--- config.mk ---
export PLATFORM = sky130hd
export DESIGN_NAME = multicycle_ctrl
export DESIGN_NICKNAME = d
export VERILOG_FILES = /design/src/rtl/cpu_ctrl_pkg.sv /design/src/rtl/mem_wait_timer.sv /design/src/rtl/multicycle_ctrl.sv
export SDC_FILE = /design/constraint.sdc
export NUM_CORES = 1
export LEC_CHECK = 0
export BUFFER_PORTS_ARGS = -buffer_cell sky130_fd_sc_hd__buf_2
export CORE_MARGIN = 4
export CORE_UTILIZATION = 44
export CTS_CLUSTER_DIAMETER = 200
export DETAILED_ROUTE_END_ITERATION = 7
export PLACE_DENSITY = 0.68
export SYNTH_ARGS = -nofsm -noshare
export SYNTH_HDL_FRONTEND = slang
export SYNTH_HIERARCHICAL = 1
export SYNTH_SLANG_ARGS = --single-unit
export TNS_END_PERCENT = 30
--- constraint.sdc ---
create_clock -name clk -period 2 [get_ports clk]
set_clock_uncertainty 0.1 [all_clocks]
set_input_delay 0.4 -clock clk [delete_from_list [all_inputs] [get_ports clk]]
set_output_delay 0.4 -clock clk [all_outputs]
set_load 0.02 [all_outputs]
--- src/rtl/cpu_ctrl_pkg.sv ---
// Shared opcode/state encodings and opcode classification helpers for the
// multi-cycle CPU control unit.
package cpu_ctrl_pkg;

  localparam logic [2:0] OP_LW  = 3'b000;
  localparam logic [2:0] OP_SW  = 3'b001;
  localparam logic [2:0] OP_BEQ = 3'b010;
  localparam logic [2:0] OP_BLT = 3'b011;
  localparam logic [2:0] OP_ADD = 3'b100;
  localparam logic [2:0] OP_SUB = 3'b101;
  localparam logic [2:0] OP_AND = 3'b110;
  localparam logic [2:0] OP_OR  = 3'b111;

  typedef enum logic [2:0] {
    ST_IDLE    = 3'd0,
    ST_FETCH   = 3'd1,
    ST_DECODE  = 3'd2,
    ST_EXECUTE = 3'd3,
    ST_MEM     = 3'd4,
    ST_WB      = 3'd5,
    ST_HALT    = 3'd6
  } state_t;

  function automatic logic is_mem_op(input logic [2:0] op);
    return (op == OP_LW) || (op == OP_SW);
  endfunction

  function automatic logic is_alu_op(input logic [2:0] op);
    return op[2];
  endfunction

endpackage

--- src/rtl/mem_wait_timer.sv ---
// Counts cycles spent waiting on data memory; expired is high on the
// MEM_TIMEOUT-th consecutive enabled cycle after a clear.
module mem_wait_timer #(
  parameter int MEM_TIMEOUT = 16
) (
  input  logic clk,
  input  logic clear,
  input  logic en,
  output logic expired
);

  localparam logic [7:0] LIMIT = 8'(MEM_TIMEOUT - 1);

  logic [7:0] cnt;

  always_ff @(posedge clk) begin
    if (clear) begin
      cnt <= '0;
    end else if (en && !expired) begin
      cnt <= cnt + 8'd1;
    end
  end

  assign expired = (cnt == LIMIT);

endmodule

--- src/rtl/multicycle_ctrl.sv ---
// Central FETCH/DECODE/EXECUTE/MEM/WB sequencer for the multi-cycle CPU,
// with a data-memory wait timeout that parks the core in HALT.
module multicycle_ctrl
  import cpu_ctrl_pkg::*;
#(
  parameter int MEM_TIMEOUT = 16,
  parameter int RETIRE_W    = 32
) (
  input  logic                clk,
  input  logic                rst,
  input  logic                run,
  input  logic [2:0]          opcode,
  input  logic                branch_taken,
  input  logic                dmem_ready,
  output logic                ir_load,
  output logic                pc_inc,
  output logic                pc_load_branch,
  output logic                opnd_latch,
  output logic                alu_latch,
  output logic                dmem_req,
  output logic                dmem_we,
  output logic                reg_write,
  output logic                wb_sel,
  output logic                fault,
  output logic [2:0]          state,
  output logic [RETIRE_W-1:0] retired
);

  state_t              state_q, state_d;
  logic [2:0]          op_q;
  logic                fault_q;
  logic [RETIRE_W-1:0] retired_q;
  logic                retire;
  logic                set_fault;
  logic                mem_expired;
  state_t              boundary;

  mem_wait_timer #(.MEM_TIMEOUT(MEM_TIMEOUT)) u_timer (
    .clk     (clk),
    .clear   (state_q != ST_MEM),
    .en      (state_q == ST_MEM),
    .expired (mem_expired)
  );

  always_comb begin
    state_d        = state_q;
    ir_load        = 1'b0;
    pc_inc         = 1'b0;
    pc_load_branch = 1'b0;
    opnd_latch     = 1'b0;
    alu_latch      = 1'b0;
    dmem_req       = 1'b0;
    dmem_we        = 1'b0;
    reg_write      = 1'b0;
    wb_sel         = 1'b0;
    retire         = 1'b0;
    set_fault      = 1'b0;
    // run is only honoured at an instruction boundary
    boundary       = run ? ST_FETCH : ST_IDLE;
    case (state_q)
      ST_IDLE: if (run) state_d = ST_FETCH;
      ST_FETCH: begin
        ir_load = 1'b1;
        pc_inc  = 1'b1;
        state_d = ST_DECODE;
      end
      ST_DECODE: begin
        opnd_latch = 1'b1;
        state_d    = is_mem_op(opcode) ? ST_MEM : ST_EXECUTE;
      end
      ST_EXECUTE: begin
        if (is_alu_op(op_q)) begin
          alu_latch = 1'b1;
          state_d   = ST_WB;
        end else begin
          pc_load_branch = branch_taken;
          retire         = 1'b1;
          state_d        = boundary;
        end
      end
      ST_MEM: begin
        dmem_req = 1'b1;
        dmem_we  = (op_q == OP_SW);
        // a completion on the timeout cycle still counts as success
        if (dmem_ready) begin
          if (op_q == OP_SW) begin
            retire  = 1'b1;
            state_d = boundary;
          end else begin
            state_d = ST_WB;
          end
        end else if (mem_expired) begin
          set_fault = 1'b1;
          state_d   = ST_HALT;
        end
      end
      ST_WB: begin
        reg_write = 1'b1;
        wb_sel    = (op_q == OP_LW);
        retire    = 1'b1;
        state_d   = boundary;
      end
      ST_HALT: state_d = ST_HALT;
      default: state_d = ST_IDLE;
    endcase
  end

  always_ff @(posedge clk) begin
    if (rst) begin
      state_q   <= ST_IDLE;
      fault_q   <= 1'b0;
      retired_q <= '0;
    end else begin
      state_q <= state_d;
      if (set_fault) fault_q <= 1'b1;
      if (retire) retired_q <= retired_q + 1'b1;
    end
  end

  always_ff @(posedge clk) begin
    if (state_q == ST_DECODE) op_q <= opcode;
  end

  assign state   = state_q;
  assign fault   = fault_q;
  assign retired = retired_q;

endmodule

Word-level counts from Yosys, hierarchy flattened

Index checks and enable logic that the tools add are counted.
W data, S select, Z words.

Bits in registers: 47
Output and inout bits: 45
Bits of input ports: 8
Word-level logic and storage cells: 51

Add/subtract/negate cells: 2
Equal/unequal tests: 12
Reduce and logical (&&, ||, !) cells: 7
Mux-type cells: 25

Operators with widths:

| kind                    | number |
|---|---|
| $add A32 B1 Y32 const B | 1 |
| $pmux W3 S7             | 1 |
| $mux W3                 | 6 |
| $mux W1                 | 17 |
| $eq A3 B1 Y1 const B    | 3 |
| $eq A3 B3 Y1 const B    | 3 |
| $logic_not A3 Y1        | 3 |
| $add A8 B1 Y8 const B   | 1 |
| $eq A8 B4 Y1 const B    | 1 |
| $eq A3 B2 Y1 const B    | 2 |
| $ne A3 B3 Y1 const B    | 2 |
| $pmux W1 S3             | 1 |
| $ne A2 B2 Y1 const B    | 1 |
| $reduce_and A2 Y1       | 1 |
| $logic_and A1 B1 Y1     | 1 |
| $logic_not A1 Y1        | 1 |
| $logic_or A1 B1 Y1      | 1 |

Depth between registers and ports, before layout

Gate-level depths: netlist (run 1).

Word-level depth: 4
Depth in mapped cells: 7
Depth with buffers taken out: 7

By module

Netlist (run 1), hierarchy kept.

By module, submodules not included:

| module          | area each (µm²) | cells each | times used |
|---|---|---|---|
| multicycle_ctrl | 2040.7          | 233        | 1 |
| mem_wait_timer  | 399.1           | 46         | 1 |

Worst setup path after synthesis (run 1)

OpenSTA, ideal clock, no wires.

Kind: reg2reg
Start point: register retired_q[4] (netlist: retired[4])
End point: register retired_q[30] (netlist: retired[30])
Clock period less this slack: 2.167 ns
Path buffers: 1
Arrival: 1.951 ns
Stages on the path, launching flop included: 7
Path slack: -0.167 ns
Cell sequence: dfxtp_1 -> nand4_1 -> or4_1 -> buf_6 -> nor4_1 -> a21oi_1 -> a31o_2

Longest elaborated chain between the ends: 1

RTL lines:

| what                     | line                   | source |
|---|---|---|
| start: declaration       | multicycle_ctrl.sv:32  | `logic [RETIRE_W-1:0] retired_q;` |
| start signal: assignment | multicycle_ctrl.sv:116 | `if (retire) retired_q <= retired_q + 1'b1;` |
| $add A32 B1 Y32          | multicycle_ctrl.sv:116 |  |

Every way passes these cells.
A chain may end at the register's enable or synchronous reset.

Worst setup path in the final report (run 1)

Start point: register retired_q[6] (netlist: retired[6])
End point: register retired_q[31] (netlist: retired[31])

The elaborated chain is that of the path after synthesis.

==> run_results.csv, run 1 <==
group,metric,value,unit
run_status,status,"complete, no violations",
min_path,hold_depth,1,
timing,timing.final.max_slew_violations,0,
clock_tree,h-tree-depth,2,
drt,routed-wl-met2,2.65,mm
floorplan,io_pins,53,
place,io_buffer_count,52,
yosys,yosys-top-cells-area,"dfxtp_1 36%, xnor2_1 9.7%, nor2_1 6.9%",
job,max_cap_viol_count,0,
global_route,antenna_found_initial,0,
drt,wl,5.49,mm
floorplan,die-area,6800,sq um
yosys,ys_ff_latch,47,
yosys,synth_top_area_share,36.1,%
clock_tree,cts_buffers,5,
floorplan,fp-row-count,26,
drt,met3WireLength,345,microns
yosys,synth_edf_count,3,
drt,drt_iter0_drc,108,
yosys,ys_types,46,
finish,final_layout_size_suffix_gt1_share,37.2,%
clock_tree,cts.sinks,47,
drt,num_vias,2251,
clock_tree,cts_root_buf,"clkbuf_8",
clock_tree,cts_tree,"done",
place,dpl_cell_area,3030,sq um
timing,worst-slew-pin-transition,0.461,ns
finish,diodes,0,
pwr,p_per_area,514,nW/um^2
place,hpwl,3.98,mm
yosys,synth_area,2440,sq um
worst_setup_path,end_kind,"flop",
finish,postLayoutCoreUtil,61.9,%
drt,drcViolationCount,0,
clock_tree,clockBufferDepth,2,
finish,fillers,459,
global_route,grt_use_total,17.1,%
worst_setup_path,path_max_fanout,3,
yosys,synth_top_area_cell,"dfxtp_1",
global_route,grt_pass1_vias,2080,
global_route,grt_overflow,0,
finish,design_area,3240,sq um
yosys,syn_avg_cell_area,8.74,sq um
drt,routed.top_layer,"met4",
timing,slew-limit-headroom,69.2,%
worst_setup_path,critical_path_arrival,2.06,ns
floorplan,start_util,46.6,%
timing,rsz0062_at_grt,"yes",
pwr,power_leakage,1.34,nW
timing,setup_viol,0,
global_route,grt_pass1_wl,9.05,mm
worst_setup_path,critPathKind,"reg2reg",
drt,drt-pass1-iter-count,4,
timing,min_period_over_period,98.7,%
yosys,yosys-top-cells-count,"45 x nor2_1, 44 x dfxtp_1, 27 x xnor2_1",
yosys,ys_warn_count,6,
clock_tree,insertion_delay,0.31,ns
floorplan,chipHeight,82.5,microns
clock_tree,path_clk_slew,0.08,ns
floorplan,core_area,5240,sq um
floorplan,die_w,82.5,microns
place,gp_congestion,0.834,
clock_tree,cts_hold_buf,0,
worst_setup_path,rr_worst_depth,6,
finish,finish.net_count,367,
yosys,synth_most_common_cell,"nor2_1",
yosys,syn_nets,289,
drt,drt-met1-wl,2.40,mm
finish,syn_to_final_growth,32.9,%
min_path,worstHoldPathType,"in2reg",
yosys,syn-instance-count,279,
yosys,ys.flop_type,"dfxtp_1",
timing,max_freq,507,MHz
timing,min_period,1.97,ns
pwr,p_total,1.67,mW
drt,avgRoutedWirePerCell,12.8,microns
worst_setup_path,worstPathRequired,2.09,ns
timing,hold_violations,0,
yosys,ys_async_sr_fraction,0,%
pwr,vdd_drop_max,0.415,mV
yosys,seq_area_frac_synth,39.8,%
global_route,grt_max_degree,24,
drt,antenna_left,0,
drt,vias_per_cell,5.26,
timing,hold_slack,0.171,ns
worst_setup_path,crit_path_start_kind,"flop",
state kept, by name (all words and copies together) (netlist names):
| name | flops |
|---|---|
| state | 3 |
| u_timer/cnt | 8 |
| retired | 32 |
| op_q | 3 |
| fault | 1 |
repair_timing:
action                     CTS  global route
pin swaps                    0             6
buffers inserted             0             1
setup endpoints to repair   13            26
resized for setup            6            16
cell families after synthesis:
logic type / Yosys count / synth area share (%)
AND/OR/NAND/NOR: 144 / 35.0
flip-flops: 47 / 39.8
AO/OA/AOI/OAI: 32 / 8.41
XOR/XNOR: 28 / 10.1
buffers and inverters: 23 / 4.46
multiplexers: 3 / 1.28
adder cells (fa/ha/maj): 2 / 1.03
cell type report:
cell class                      count  area, sq um  share of cell area [%]
Clock buffer                        7         76.3                    2.35
Clock inverter                      1         5.00                   0.154
Inverter                            6         22.5                   0.694
Multi-Input combinational cell    209         1490                    45.9
Sequential cell                    47          991                    30.6
Tap cell                           70         87.6                    2.70
Timing Repair Buffer               88          573                    17.7
cells in the final DEF, fill, tap and decap left out, types with 3 or more instances in the layout:
cell type and instances:
buf_4 35, edfxtp_1 3, inv_1 5, nand2_1 15, a31oi_1 3, xnor2_1 27
nor4b_4 3, dfxtp_1 36, and2_1 3, o21ai_0 6, clkbuf_8 5, dfxtp_4 4
nor4_4 3, dfxtp_2 4, buf_2 50, nand3_1 13, buf_12 3, nor4_2 10
nor3_1 10, nor2_1 44, nor4b_2 4, a21oi_1 13, nand4_1 7, or3_1 5
nand2b_1 7, and4_1 4
layer usage:
layer  global-route usage [%]  up-vias
met5                        0        -
met4                     6.81        0
met3                     3.69        9
met2                     29.6       62
met1                     20.3     1039
li1                         -     1141
critical path, cell delays in order (launching register included):
cell and delay (ns):
dfxtp_4 0.35, nand4_1 0.13, or4_4 0.55, buf_4 0.17
nor4_4 0.32, a31o_2 0.20, a21oi_1 0.05
path summary, 6_finish.rpt:
check                end  slack (ns)       start
max          retired[31]        0.03  retired[6]
min              op_q[0]        0.17   opcode[0]
max reg2reg  retired[31]        0.03  retired[6]
min reg2reg        fault        0.39       fault
per-stage QoR:
step | std cells | worst slack, ns | setup TNS, ns
finish | 428 | 0.0268 | 0
global route | 428 | -0.0967 | -0.893
CTS | 427 | 0.00230 | 0
detailed placement | 419 | -0.0802 | -0.397
global placement | 419 | -0.0211 | -0.0773
floorplan | 279 | -0.0207 | -0.135
power by group:
group / internal [mW] / switching [mW]
combinational: 0.0593 / 0.0963
clock: 0.246 / 0.306
sequential: 0.950 / 0.0105
total: 1.26 / 0.413
Note: power is estimated with default switching activity, not from simulation.
==> run 2: changes to the inputs <==
GPL_ROUTABILITY_DRIVEN = 0   (was not set)
clock period = 1.8 ns   (was 2 ns; I/O delays follow)
==> run_results.csv, run 2 (same netlist as run 1, synthesis figures left out) <==
group,metric,value,unit
global_route,grt_overflow,0,
global_route,grt_use_total,18.7,%
worst_setup_path,critical_path.cell_chain,"nand4_1 -> or4_4 -> buf_12 -> buf_4 -> nor4_4 -> xnor2_1 -> nor2_1",
worst_setup_path,max_stage_delay,0.52,ns
finish,finish.net_count,403,
global_route,grt_max_degree,24,
drt,drt-pass1-iter-count,4,
worst_setup_path,crit_path_start_kind,"flop",
timing,setup_ws,-0.227,ns
pwr,power_leakage,1.66,nW
global_route,grt_pass1_wl,9.96,mm
floorplan,fp-row-count,26,
worst_setup_path,critPathKind,"reg2reg",
finish,diodes,0,
global_route,antenna_found_initial,0,
drt,avgRoutedWirePerCell,13.4,microns
place,hpwl,4.29,mm
clock_tree,cts.sinks,47,
timing,min_period,2.03,ns
worst_setup_path,path_max_fanout,16,
clock_tree,cts_root_buf,"clkbuf_8",
finish,syn_to_final_growth,51.9,%
timing,hold_violations,0,
clock_tree,cts_buffers,5,
global_route,grt_pass1_vias,2210,
timing,max_freq,493,MHz
timing,fin_tns_setup,-3.57,ns
timing,min_period_over_period,113,%
worst_setup_path,end_kind,"flop",
floorplan,start_util,46.6,%
run_status,failed_checks,"setup timing",
drt,vias_per_cell,5.19,
clock_tree,path_clk_slew,0.09,ns
finish,design_area,3710,sq um
job,max_cap_viol_count,0,
clock_tree,h-tree-depth,2,
worst_setup_path,critPathTopFamily,"simple AND/OR/NAND/NOR gates",
floorplan,io_pins,53,
timing,timing.final.max_slew_violations,0,
run_status,status,"finished with violations",
worst_setup_path,cp_num_buf_inv,2,
finish,largest_reg_flops,32,
floorplan,die-area,6800,sq um
pwr,p_per_area,517,nW/um^2
drt,antenna_left,0,
drt,drt_iter0_drc,98,
place,dpl_cell_area,3250,sq um
timing,hold_slack,0.135,ns
timing,rsz0062_at_grt,"yes",
timing,slew-limit-headroom,69.6,%
floorplan,chipHeight,82.5,microns
worst_setup_path,critical_path_arrival,2.12,ns
worst_setup_path,slowest_stage,"or4_4",
pwr,p_total,1.92,mW
pwr,vdd_drop_max,0.407,mV
floorplan,core_area,5240,sq um
clock_tree,clockBufferDepth,2,
worst_setup_path,worstPathRequired,1.89,ns
drt,drcViolationCount,0,
floorplan,die_w,82.5,microns
timing,worst-slew-pin-transition,0.456,ns
drt,wl,6.21,mm
clock_tree,cts_tree,"done",
clock_tree,insertion_delay,0.30,ns
finish,mostFrequentLayoutCells,"64 x buf_4, 45 x buf_2, 41 x nor2_1",
place,io_buffer_count,52,
finish,layout_commonest_cell,"buf_4",
timing,setup_viol,30,
min_path,worstHoldPathType,"in2reg",
drt,num_vias,2406,
finish,final_layout_size_suffix_gt1_share,48.5,%
run 2: path summary, 6_finish.rpt:
path	start	to	slack (ns)	cells past startpoint
max	retired[5]	retired[19]	-0.23	7
min	opcode[0]	op_q[0]	0.13	1
max reg2reg	retired[5]	retired[19]	-0.23	7
min reg2reg	fault	fault	0.39	2
run 2: what timing repair did:
action | 4_1_cts | 5_1_grt
hold endpoints to repair | 0 | 0
endpoints found under the setup margin | 38 | 42
resized for setup | 33 | 22
hold buffers | 0 | 0
buffers inserted | 11 | 5
pin swaps | 10 | 9
run 2: power breakdown:
| group | total [mW] | switching, mW | internal (mW) | leakage, nW |
|---|---|---|---|---|
| clock network | 0.620 | 0.354 | 0.266 | 0.0477 |
| registers | 1.06 | 0.00871 | 1.05 | 0.390 |
| logic | 0.232 | 0.129 | 0.103 | 1.23 |
run 2: layer usage:
layer  share of wire [%]  global-route usage [%]
met1                  43                    23.6
met5                   0                       0
met3                 4.8                    3.90
met2                  51                    31.7
met4                 1.3                    6.15
run 2: worst reg2reg max path, stage by stage (launching register included):
cell	delay, ns
dfxtp_4	0.35
nand4_1	0.15
or4_4	0.52
buf_12	0.18
buf_4	0.16
nor4_4	0.25
xnor2_1	0.15
nor2_1	0.05
run 2: layout make-up:
class,instances,area [sq um]
Clock buffer,5,68.8
Clock inverter,3,15.0
Fill cell,395,1530
Inverter,6,25.0
Multi-Input combinational cell,209,1620
Sequential cell,47,1000
Tap cell,70,87.6
Timing Repair Buffer,124,892
run 2: metrics by stage:
step | util, % | cells | worst slack (ns)
global placement | 62.1 | 440 | -0.185
CTS | 68.5 | 459 | -0.213
detailed placement | 62.1 | 440 | -0.240
floorplan | - | 279 | -0.145
global route | 70.8 | 464 | -0.291
finish | 70.8 | 464 | -0.227
